$ cat src/rtl/id_pkg.sv
// Shared widths, buffer occupancy encoding and decoded-instruction layout for the decode stage.
package id_pkg;

    localparam int unsigned INSTR_W_DEF = 16;
    localparam int unsigned OPC_W_DEF   = 4;
    localparam int unsigned MOP_W_DEF   = 4;

    // Struct fields are sized for the widest supported build; narrower builds use the low bits.
    localparam int unsigned OPC_W_MAX  = 8;
    localparam int unsigned MOP_W_MAX  = 8;
    localparam int unsigned OPND_W_MAX = 32;

    typedef enum logic [1:0] {
        OccEmpty = 2'd0,
        OccOne   = 2'd1,
        OccTwo   = 2'd2
    } occ_e;

    typedef struct packed {
        logic [OPC_W_MAX-1:0]  op;
        logic [MOP_W_MAX-1:0]  mop;
        logic [OPND_W_MAX-1:0] operand;
        logic                  is_mem;
        logic                  illegal;
    } dec_instr_t;

endpackage

$ cat src/rtl/id_field_split.sv
// Combinational split of a raw instruction word into opcode, memory-op and operand fields.
module id_field_split import id_pkg::*; #(
    parameter int unsigned INSTR_W = INSTR_W_DEF,
    parameter int unsigned OPC_W   = OPC_W_DEF,
    parameter int unsigned MOP_W   = MOP_W_DEF,
    parameter logic [2**OPC_W-1:0] ILLEGAL_MASK = '0
) (
    input  logic [INSTR_W-1:0] instr,
    output dec_instr_t         dec
);

    localparam int unsigned OPND_W = INSTR_W - OPC_W - MOP_W;

    logic [OPC_W-1:0]  op;
    logic [MOP_W-1:0]  mop;
    logic [OPND_W-1:0] opnd;

    assign op   = instr[INSTR_W-1 -: OPC_W];
    assign mop  = instr[INSTR_W-OPC_W-1 -: MOP_W];
    assign opnd = instr[OPND_W-1:0];

    always_comb begin
        dec                    = '0;
        dec.op[OPC_W-1:0]      = op;
        dec.mop[MOP_W-1:0]     = mop;
        dec.operand[OPND_W-1:0] = opnd;
        dec.is_mem             = |mop;
        dec.illegal            = ILLEGAL_MASK[op];
    end

endmodule

$ cat src/rtl/id_stage.sv
// Instruction decode stage: field split at the input feeding a two-entry skid buffer with
// registered upstream ready and a delivered-instruction counter.
module id_stage import id_pkg::*; #(
    parameter int unsigned INSTR_W = INSTR_W_DEF,
    parameter int unsigned OPC_W   = OPC_W_DEF,
    parameter int unsigned MOP_W   = MOP_W_DEF,
    parameter logic [2**OPC_W-1:0] ILLEGAL_MASK = '0
) (
    input  logic                                  clk,
    input  logic                                  rst_n,
    input  logic                                  id_ce,
    input  logic                                  flush,
    input  logic                                  in_valid,
    output logic                                  in_ready,
    input  logic [INSTR_W-1:0]                    instr,
    output logic                                  out_valid,
    input  logic                                  out_ready,
    output logic [OPC_W-1:0]                      op_code,
    output logic [MOP_W-1:0]                      mem_op,
    output logic [INSTR_W-OPC_W-MOP_W-1:0]        operand,
    output logic [(INSTR_W-OPC_W-MOP_W)/2-1:0]    left_operand,
    output logic [(INSTR_W-OPC_W-MOP_W)/2-1:0]    right_operand,
    output logic                                  is_mem,
    output logic                                  illegal,
    output logic [15:0]                           dec_cnt
);

    localparam int unsigned OPND_W = INSTR_W - OPC_W - MOP_W;
    localparam int unsigned HALF_W = OPND_W / 2;

    if (INSTR_W < OPC_W + MOP_W + 2 || (OPND_W % 2) != 0 || OPC_W > OPC_W_MAX ||
        MOP_W > MOP_W_MAX || OPND_W > OPND_W_MAX) begin : g_bad_widths
        $error("id_stage: operand width must be even, at least 2, and fit the decoded struct");
    end

    occ_e       state_q, state_d;
    dec_instr_t in_dec;
    dec_instr_t out_q, out_d;
    dec_instr_t skid_q, skid_d;
    logic       in_ready_q, in_ready_d;
    logic [15:0] cnt_q;
    logic       accept, deliver;
    logic       unused_bits;

    id_field_split #(
        .INSTR_W      (INSTR_W),
        .OPC_W        (OPC_W),
        .MOP_W        (MOP_W),
        .ILLEGAL_MASK (ILLEGAL_MASK)
    ) u_field_split (
        .instr (instr),
        .dec   (in_dec)
    );

    assign accept    = in_valid & in_ready_q;
    assign deliver   = out_valid & out_ready;
    assign out_valid = (state_q != OccEmpty);
    assign in_ready  = in_ready_q;

    always_comb begin
        state_d = state_q;
        out_d   = out_q;
        skid_d  = skid_q;
        if (flush) begin
            state_d = OccEmpty;
        end else begin
            case (state_q)
                OccEmpty: begin
                    if (accept) begin
                        out_d   = in_dec;
                        state_d = OccOne;
                    end
                end
                OccOne: begin
                    if (accept && deliver) begin
                        out_d = in_dec;
                    end else if (accept) begin
                        skid_d  = in_dec;
                        state_d = OccTwo;
                    end else if (deliver) begin
                        state_d = OccEmpty;
                    end
                end
                OccTwo: begin
                    if (deliver) begin
                        out_d   = skid_q;
                        state_d = OccOne;
                    end
                end
                default: state_d = OccEmpty;
            endcase
        end
        // Ready is a flop: decided from the next occupancy, never from this cycle's out_ready path.
        in_ready_d = id_ce & (state_d != OccTwo);
    end

    always_ff @(posedge clk or negedge rst_n) begin
        if (!rst_n) begin
            state_q    <= OccEmpty;
            out_q      <= '0;
            skid_q     <= '0;
            in_ready_q <= 1'b0;
            cnt_q      <= 16'h0000;
        end else begin
            state_q    <= state_d;
            out_q      <= out_d;
            skid_q     <= skid_d;
            in_ready_q <= in_ready_d;
            if (deliver && !flush) begin
                cnt_q <= cnt_q + 16'd1;
            end
        end
    end

    assign op_code       = out_q.op[OPC_W-1:0];
    assign mem_op        = out_q.mop[MOP_W-1:0];
    assign operand       = out_q.operand[OPND_W-1:0];
    assign left_operand  = out_q.operand[OPND_W-1 -: HALF_W];
    assign right_operand = out_q.operand[HALF_W-1:0];
    assign is_mem        = out_q.is_mem;
    assign illegal       = out_q.illegal;
    assign dec_cnt       = cnt_q;

    // Upper struct bits are zero padding in narrow builds.
    assign unused_bits = ^{out_q, skid_q};

endmodule

$ cat config.mk
export PLATFORM = sky130hd
export DESIGN_NAME = id_stage
export DESIGN_NICKNAME = d
export VERILOG_FILES = /design/src/rtl/id_pkg.sv /design/src/rtl/id_field_split.sv /design/src/rtl/id_stage.sv
export SDC_FILE = /design/constraint.sdc
export NUM_CORES = 1
export LEC_CHECK = 0
export CORE_MARGIN = 1
export CORE_UTILIZATION = 53
export CTS_BUF_LIST = sky130_fd_sc_hd__clkbuf_2 sky130_fd_sc_hd__clkbuf_4 sky130_fd_sc_hd__clkbuf_8
export CTS_CLUSTER_SIZE = 40
export DETAILED_ROUTE_END_ITERATION = 12
export GPL_TIMING_DRIVEN = 0
export HOLD_SLACK_MARGIN = 0.08
export PLACE_DENSITY = 0.84
export SYNTH_ARGS = -nofsm -noshare
export SYNTH_HDL_FRONTEND = slang
export SYNTH_SLANG_ARGS = --single-unit
$ cat constraint.sdc
create_clock -name clk -period 4.4 [get_ports clk]
set_input_delay 1.1 -clock clk [delete_from_list [all_inputs] [get_ports clk]]
set_output_delay 1.1 -clock clk [all_outputs]
set_load 0.01 [all_outputs]
# Word-level counts from Yosys, hierarchy flattened
# Memory sizes are Yosys's and may differ from the RTL's.
# Cells that the tools add are included.
[word_totals] memories=1 reg_bits=55 out_inout_bits=44 elab_cells=48 rom_bits=16
[classes] n_addsub=1 n_reduce_logical=9 n_eq_ne=6 n_mux=12 bitwise=5 n_lt_le_gt_ge=1
[mem_list] name="(name not given)" depth=16 word_bits=1 read_ports=1 rd_clocked_by_memory_dff=0 write_ports=0 line_no="id_field_split.sv:28" text="dec.illegal = ILLEGAL_MASK[op];"
[ops] cell="46-bit 2-to-1 mux" n=3
[ops] cell="46-bit case mux with 3 select lines" n=1
[ops] cell="16-bit by 1-bit adder with 16-bit output, second input constant" n=1
[ops] cell="2-bit 2-to-1 mux" n=6
[ops] cell="2-bit inequality test, second input constant" n=4
[ops] cell="2-bit case mux with 3 select lines" n=1
[ops] cell="4-bit by 5-bit < comparator with 1-bit output, second input constant" n=1
[ops] cell="5-bit AND reduction" n=1
[ops] cell="4-bit AND reduction" n=1
[ops] cell="4-bit OR reduction" n=1
[ops] cell="1-bit bitwise AND" n=3
[ops] cell="3-bit nonzero test" n=1
[ops] cell="2-bit by 1-bit == test with 1-bit output, second input constant" n=1
[ops] cell="2-bit == test, second input constant" n=1
[ops] cell="1-bit logical AND" n=2
[ops] cell="2-bit logical NOT" n=1
[ops] cell="1-bit inverter" n=2
[ops] cell="2-bit nonzero test" n=1
[ops] cell="1-bit logical NOT" n=1
[ops] cell="1-bit 2-to-1 mux" n=1

# Longest topological paths before layout
[logic_depth] word_depth=9 ltp_mapped=6

# By module
# Synthesis repeated with hierarchy kept, for this count alone.
[unflattened] hier_cells=270 area_unflattened_um2=2910.3
[modules_own_cells] module="id_stage" n_inst=1 cells_per_inst=219 seq_area_each_um2=1376.3 area_each_um2=2531.2
[modules_own_cells] module="id_field_split" n_inst=1 cells_per_inst=51 seq_area_each_um2=0.0 area_each_um2=379.1

# Least setup slack after synthesis
# No wires, ideal clock.
[synth_path] path_kind="input-to-reg" from="in out_ready" to="reg out_q (netlist bit left_operand[0])" t_arrival_ns=2.003 cell_stages=5 path_buffers=1 path_slack_ns=2.272 required_time_ns=4.275 cell_sequence="nor2b_4 nor3_2 o21bai_4 buf_6 mux2_2"
[synth_between] elab_chain_len=4 word_cells_on_any_way=5 cone_classes="eq/ne (2); bitwise (1); reduce/logical (2)"
[synth_lines] element="start, declared" line_no="id_stage.sv:17" text="input logic out_ready,"
[synth_lines] element="1-bit bitwise AND *" line_no="id_stage.sv:56" text="assign deliver = out_valid & out_ready;"
[synth_lines] element="1-bit logical AND" line_no="id_stage.sv:75" text="if (accept && deliver) begin"
[synth_lines] element="2-bit inequality test (no source line)"
[synth_lines] element="5-bit AND reduction (no source line) *"
[synth_lines] element="end signal, assigned" line_no="id_stage.sv:106" text="out_q <= out_d;"
[synth_lines] element="end, declared" line_no="id_stage.sv:38" text="dec_instr_t out_q, out_d;"
# Mark *: on every way between the ends. The rest lies on a longest branch, timed or not.
# A chain may end at the register's enable or synchronous reset.

# Worst setup path after layout
[layout_path] from="reg state_q[1]" to="out out_valid"
[layout_between] elab_chain_len=1
[layout_lines] element="start, declared" line_no="id_stage.sv:36" text="occ_e state_q, state_d;"
[layout_lines] element="start signal, assigned" line_no="id_stage.sv:99" text="state_q <= OccEmpty;"
[layout_lines] element="start signal, assigned" line_no="id_stage.sv:105" text="state_q <= state_d;"
[layout_lines] element="2-bit nonzero test" line_no="id_stage.sv:57" text="assign out_valid = (state_q != OccEmpty);"
[layout_lines] element="end, declared" line_no="id_stage.sv:16" text="output logic out_valid,"
# No other way between the ends.

==> results.yml <==
critical_path:
  critPathTopFamily: "buffers and inverters"
  end_kind: "primary output"
  cp_cell_sequence: "or2_1 > clkdlybuf4s50_1"
  worstPathBufferInverterCount: 1
  crit_type: "flip-flop to primary output"
  crit_slowest_cell: "sky130_fd_sc_hd__clkdlybuf4s50_1"
  slowest_delay_ns: 0.49
  cp_data_arrival_time_ns: 1.54
  critical_path_maximum_fanout: 7
  crit_path_start_kind: "flip-flop"
  critical_path_required_ns: 3.30
cts:
  cts_made_buffers: 5
  tritoncts: "done"
  postCtsResizedCells: 0
  number_of_clock_sinks: 53
  cts.htree.levels: 2
  max-clock-path-buffers: 2
  cts.root.buffer_cell: "sky130_fd_sc_hd__clkbuf_8"
  clkSlewWorstSetupHoldPaths_ns: 0.09
  cts_hold_buf: 0
  clock_insertion_delay_worst_skew_ns: 0.30
  post_cts_buffers: 0
route:
  first_pass_drt_iterations: 6
  post_route_ant_nets: 0
  dr.first_iter.drc_count: 67
  dr_total_vias: 1617
  via_per_inst: 5.20
  wl_um: 4580
  route.detailed.drc: 0
  route.detailed.wl_per_inst_um: 14.7
timing:
  report.final.slew_viol_count: 0
  final-hold-violation-count: 0
  fin_crit_ns: 2.64
  clock.fmax_ghz: 0.379
  finalHoldWorstSlack_ns: 0.482
  rsz0062_at_grt: "no"
  finalCritPeriodShare: 0.599
  setup_viol_count_final: 0
  slew_at_the_pin_with_the_worst_max_slew_slack_ns: 0.628
  fin_setup_tns_ns: 0
  maxSlewHeadroom: 0.581
  clock-skew-final_ns: 0.00290
placement:
  placedCellCount: 303
  buffer_ports.inserted: 64
  globalplace.congestion: 0.782
  dp_hpwl_um: 3360
die:
  ioPinCount: 66
  dieHeight_um: 70.9
  initial_utilization: 0.565
  die_area_um2: 5020
  fp.coreArea_um2: 4440
  placement_rows: 24
  die-width_um: 70.9
grt:
  antenna_violations_before_repair: 0
  grt_pass1_vias: 1600
  grt_max_degree: 28
  track_usage: 0.195
  grt_pass1_wl_um: 7630
  grt.overflow.total: 0
synth:
  postSynthRegisterBits: 53
  synth_fp_nets: 209
  post_synthesis_sequential_area_ratio: 0.528
  synth_top_cell_by_area: "sky130_fd_sc_hd__dfrtp_1"
  ys_dominant_reg_cell: "sky130_fd_sc_hd__dfrtp_1"
  synthesis.area_um2: 2510
  synth_edf_count: 0
  synth_cell_types: 34
  netlist.area_leader.share: 0.528
  avgSynthCellArea_um2: 13.5
  yosys.cell_count.top_type: "sky130_fd_sc_hd__dfrtp_1"
  async_flop_share: 1.00
  yosysWarningCount: 0
  syn_inst: 186
  synth.area.top_cells: "sky130_fd_sc_hd__dfrtp_1 (53%), sky130_fd_sc_hd__mux2_1 (13%), sky130_fd_sc_hd__mux2_2 (6.3%)"
  netlist_top_cells_count: "sky130_fd_sc_hd__dfrtp_1 (53), sky130_fd_sc_hd__mux2_1 (29), sky130_fd_sc_hd__mux2_2 (14)"
job:
  drv.max_cap_violation_count: 0
outcome:
  status: "complete, no violations"
layout:
  area_delta_synth_final_pct: 33.5
  drive_gt1_frac: 0.189
  fill_cells: 303
  layout.cells.non_filler: 311
  antenna_cells: 0
  number_of_nets_in_the_final_layout: 281
  postLayoutCoreUtil: 0.755
power:
  power_per_cell_area_nw_per_um2: 394
  worst_vdd_ir_mv: 0.273
  cellLeakagePower_uw: 0.00154
  p_total_uw: 1320
worst_hold_path:
  worstHoldPathType: "flip-flop to flip-flop"
==> final timing paths <==
path	from	end	slack, ns	depth (start not counted)
max	state_q[1]	out_valid	1.76	2
max in group asynchronous	rst_n	dec_cnt[12]	3.04	2
min in group asynchronous	rst_n	mem_op[0]	0.80	1
min	dec_cnt[15]	dec_cnt[15]	0.48	1
max reg2reg	state_q[1]	skid_q[35]	2.73	4
min reg2reg	dec_cnt[15]	dec_cnt[15]	0.48	1
==> kinds of logic after synthesis <==
kind of cell               share of synthesized area
AOI/OAI and AO/OA                             0.0199
xor gates and xnor gates                      0.0523
adders and majority gates                    0.00498
buffers and inverters                         0.0443
DFF                                            0.528
muxes                                          0.239
other                                        0.00149
and+or+nand+nor                                0.111
==> worst register-to-register path: stages (launching register included) <==
cell and delay [ns]:
sky130_fd_sc_hd__dfrtp_1 0.46, sky130_fd_sc_hd__and3b_1 0.34, sky130_fd_sc_hd__nand3b_4 0.19, sky130_fd_sc_hd__buf_2 0.25, sky130_fd_sc_hd__mux2_1 0.33
==> cell usage in the layout, fill, tap and decap left out, drive strengths merged <==
master	count
clkdlybuf4s50	63
dfrtp	53
mux2	50
buf	16
xnor2	11
nand2	9
nand3	7
clkbuf	7
nand4	5
and3	4
xor2	4
nor3	4
and3b	2
a21oi	2
nor2	2
nor4	2
and4	2
and2	2
nor2b	2
or2	1
mux2i	1
o22a	1
nand2b	1
a211oi	1
nand3b	1
o21bai	1
o21ai	1
and2b	1
ha	1
conb	1
bufinv	1
==> cell type report <==
| type | instances | area, um^2 | share of cell area |
|---|---|---|---|
| multi-input cells | 119 | 1070 | 0.321 |
| repair buffers | 65 | 656 | 0.196 |
| plain buffers | 14 | 111 | 0.0332 |
| flip-flops and latches | 53 | 1330 | 0.396 |
| clock buffers | 7 | 90.1 | 0.0269 |
| well taps | 52 | 65.1 | 0.0194 |
| clock inverters | 1 | 30.0 | 0.00896 |
==> routing by layer <==
| layer | wire length [um] | share of wire | GRT usage | vias to the layer above |
|---|---|---|---|---|
| met5 | 0 | 0 | 0 | - |
| met4 | 93 | 0.020 | 0.0756 | 0 |
| met3 | 180 | 0.039 | 0.0385 | 8 |
| met2 | 2190 | 0.48 | 0.323 | 42 |
| met1 | 2110 | 0.46 | 0.256 | 777 |
| li1 | - | - | - | 790 |
==> where the power goes <==
group / switching, uW / internal [uW]
combinational: 120 / 224
clock: 157 / 192
sequential: 59.9 / 570
total: 337 / 985
==> metrics by stage <==
step,setup WS (ns),area [um^2]
floorplan,2.27,2510
detailed placement,1.54,3230
finish,1.76,3350
global route,1.70,3350
global placement,0.650,3220
CTS,1.75,3350
==> registers in the layout, summed over array words and instances, names as in the netlist <==
name          cells
mem_op            4
in_ready          1
operand           4
is_mem            1
skid_q           17
state_q           2
dec_cnt          16
left_operand      4
op_code           4
No activity file was read; power rests on OpenSTA's default activity.
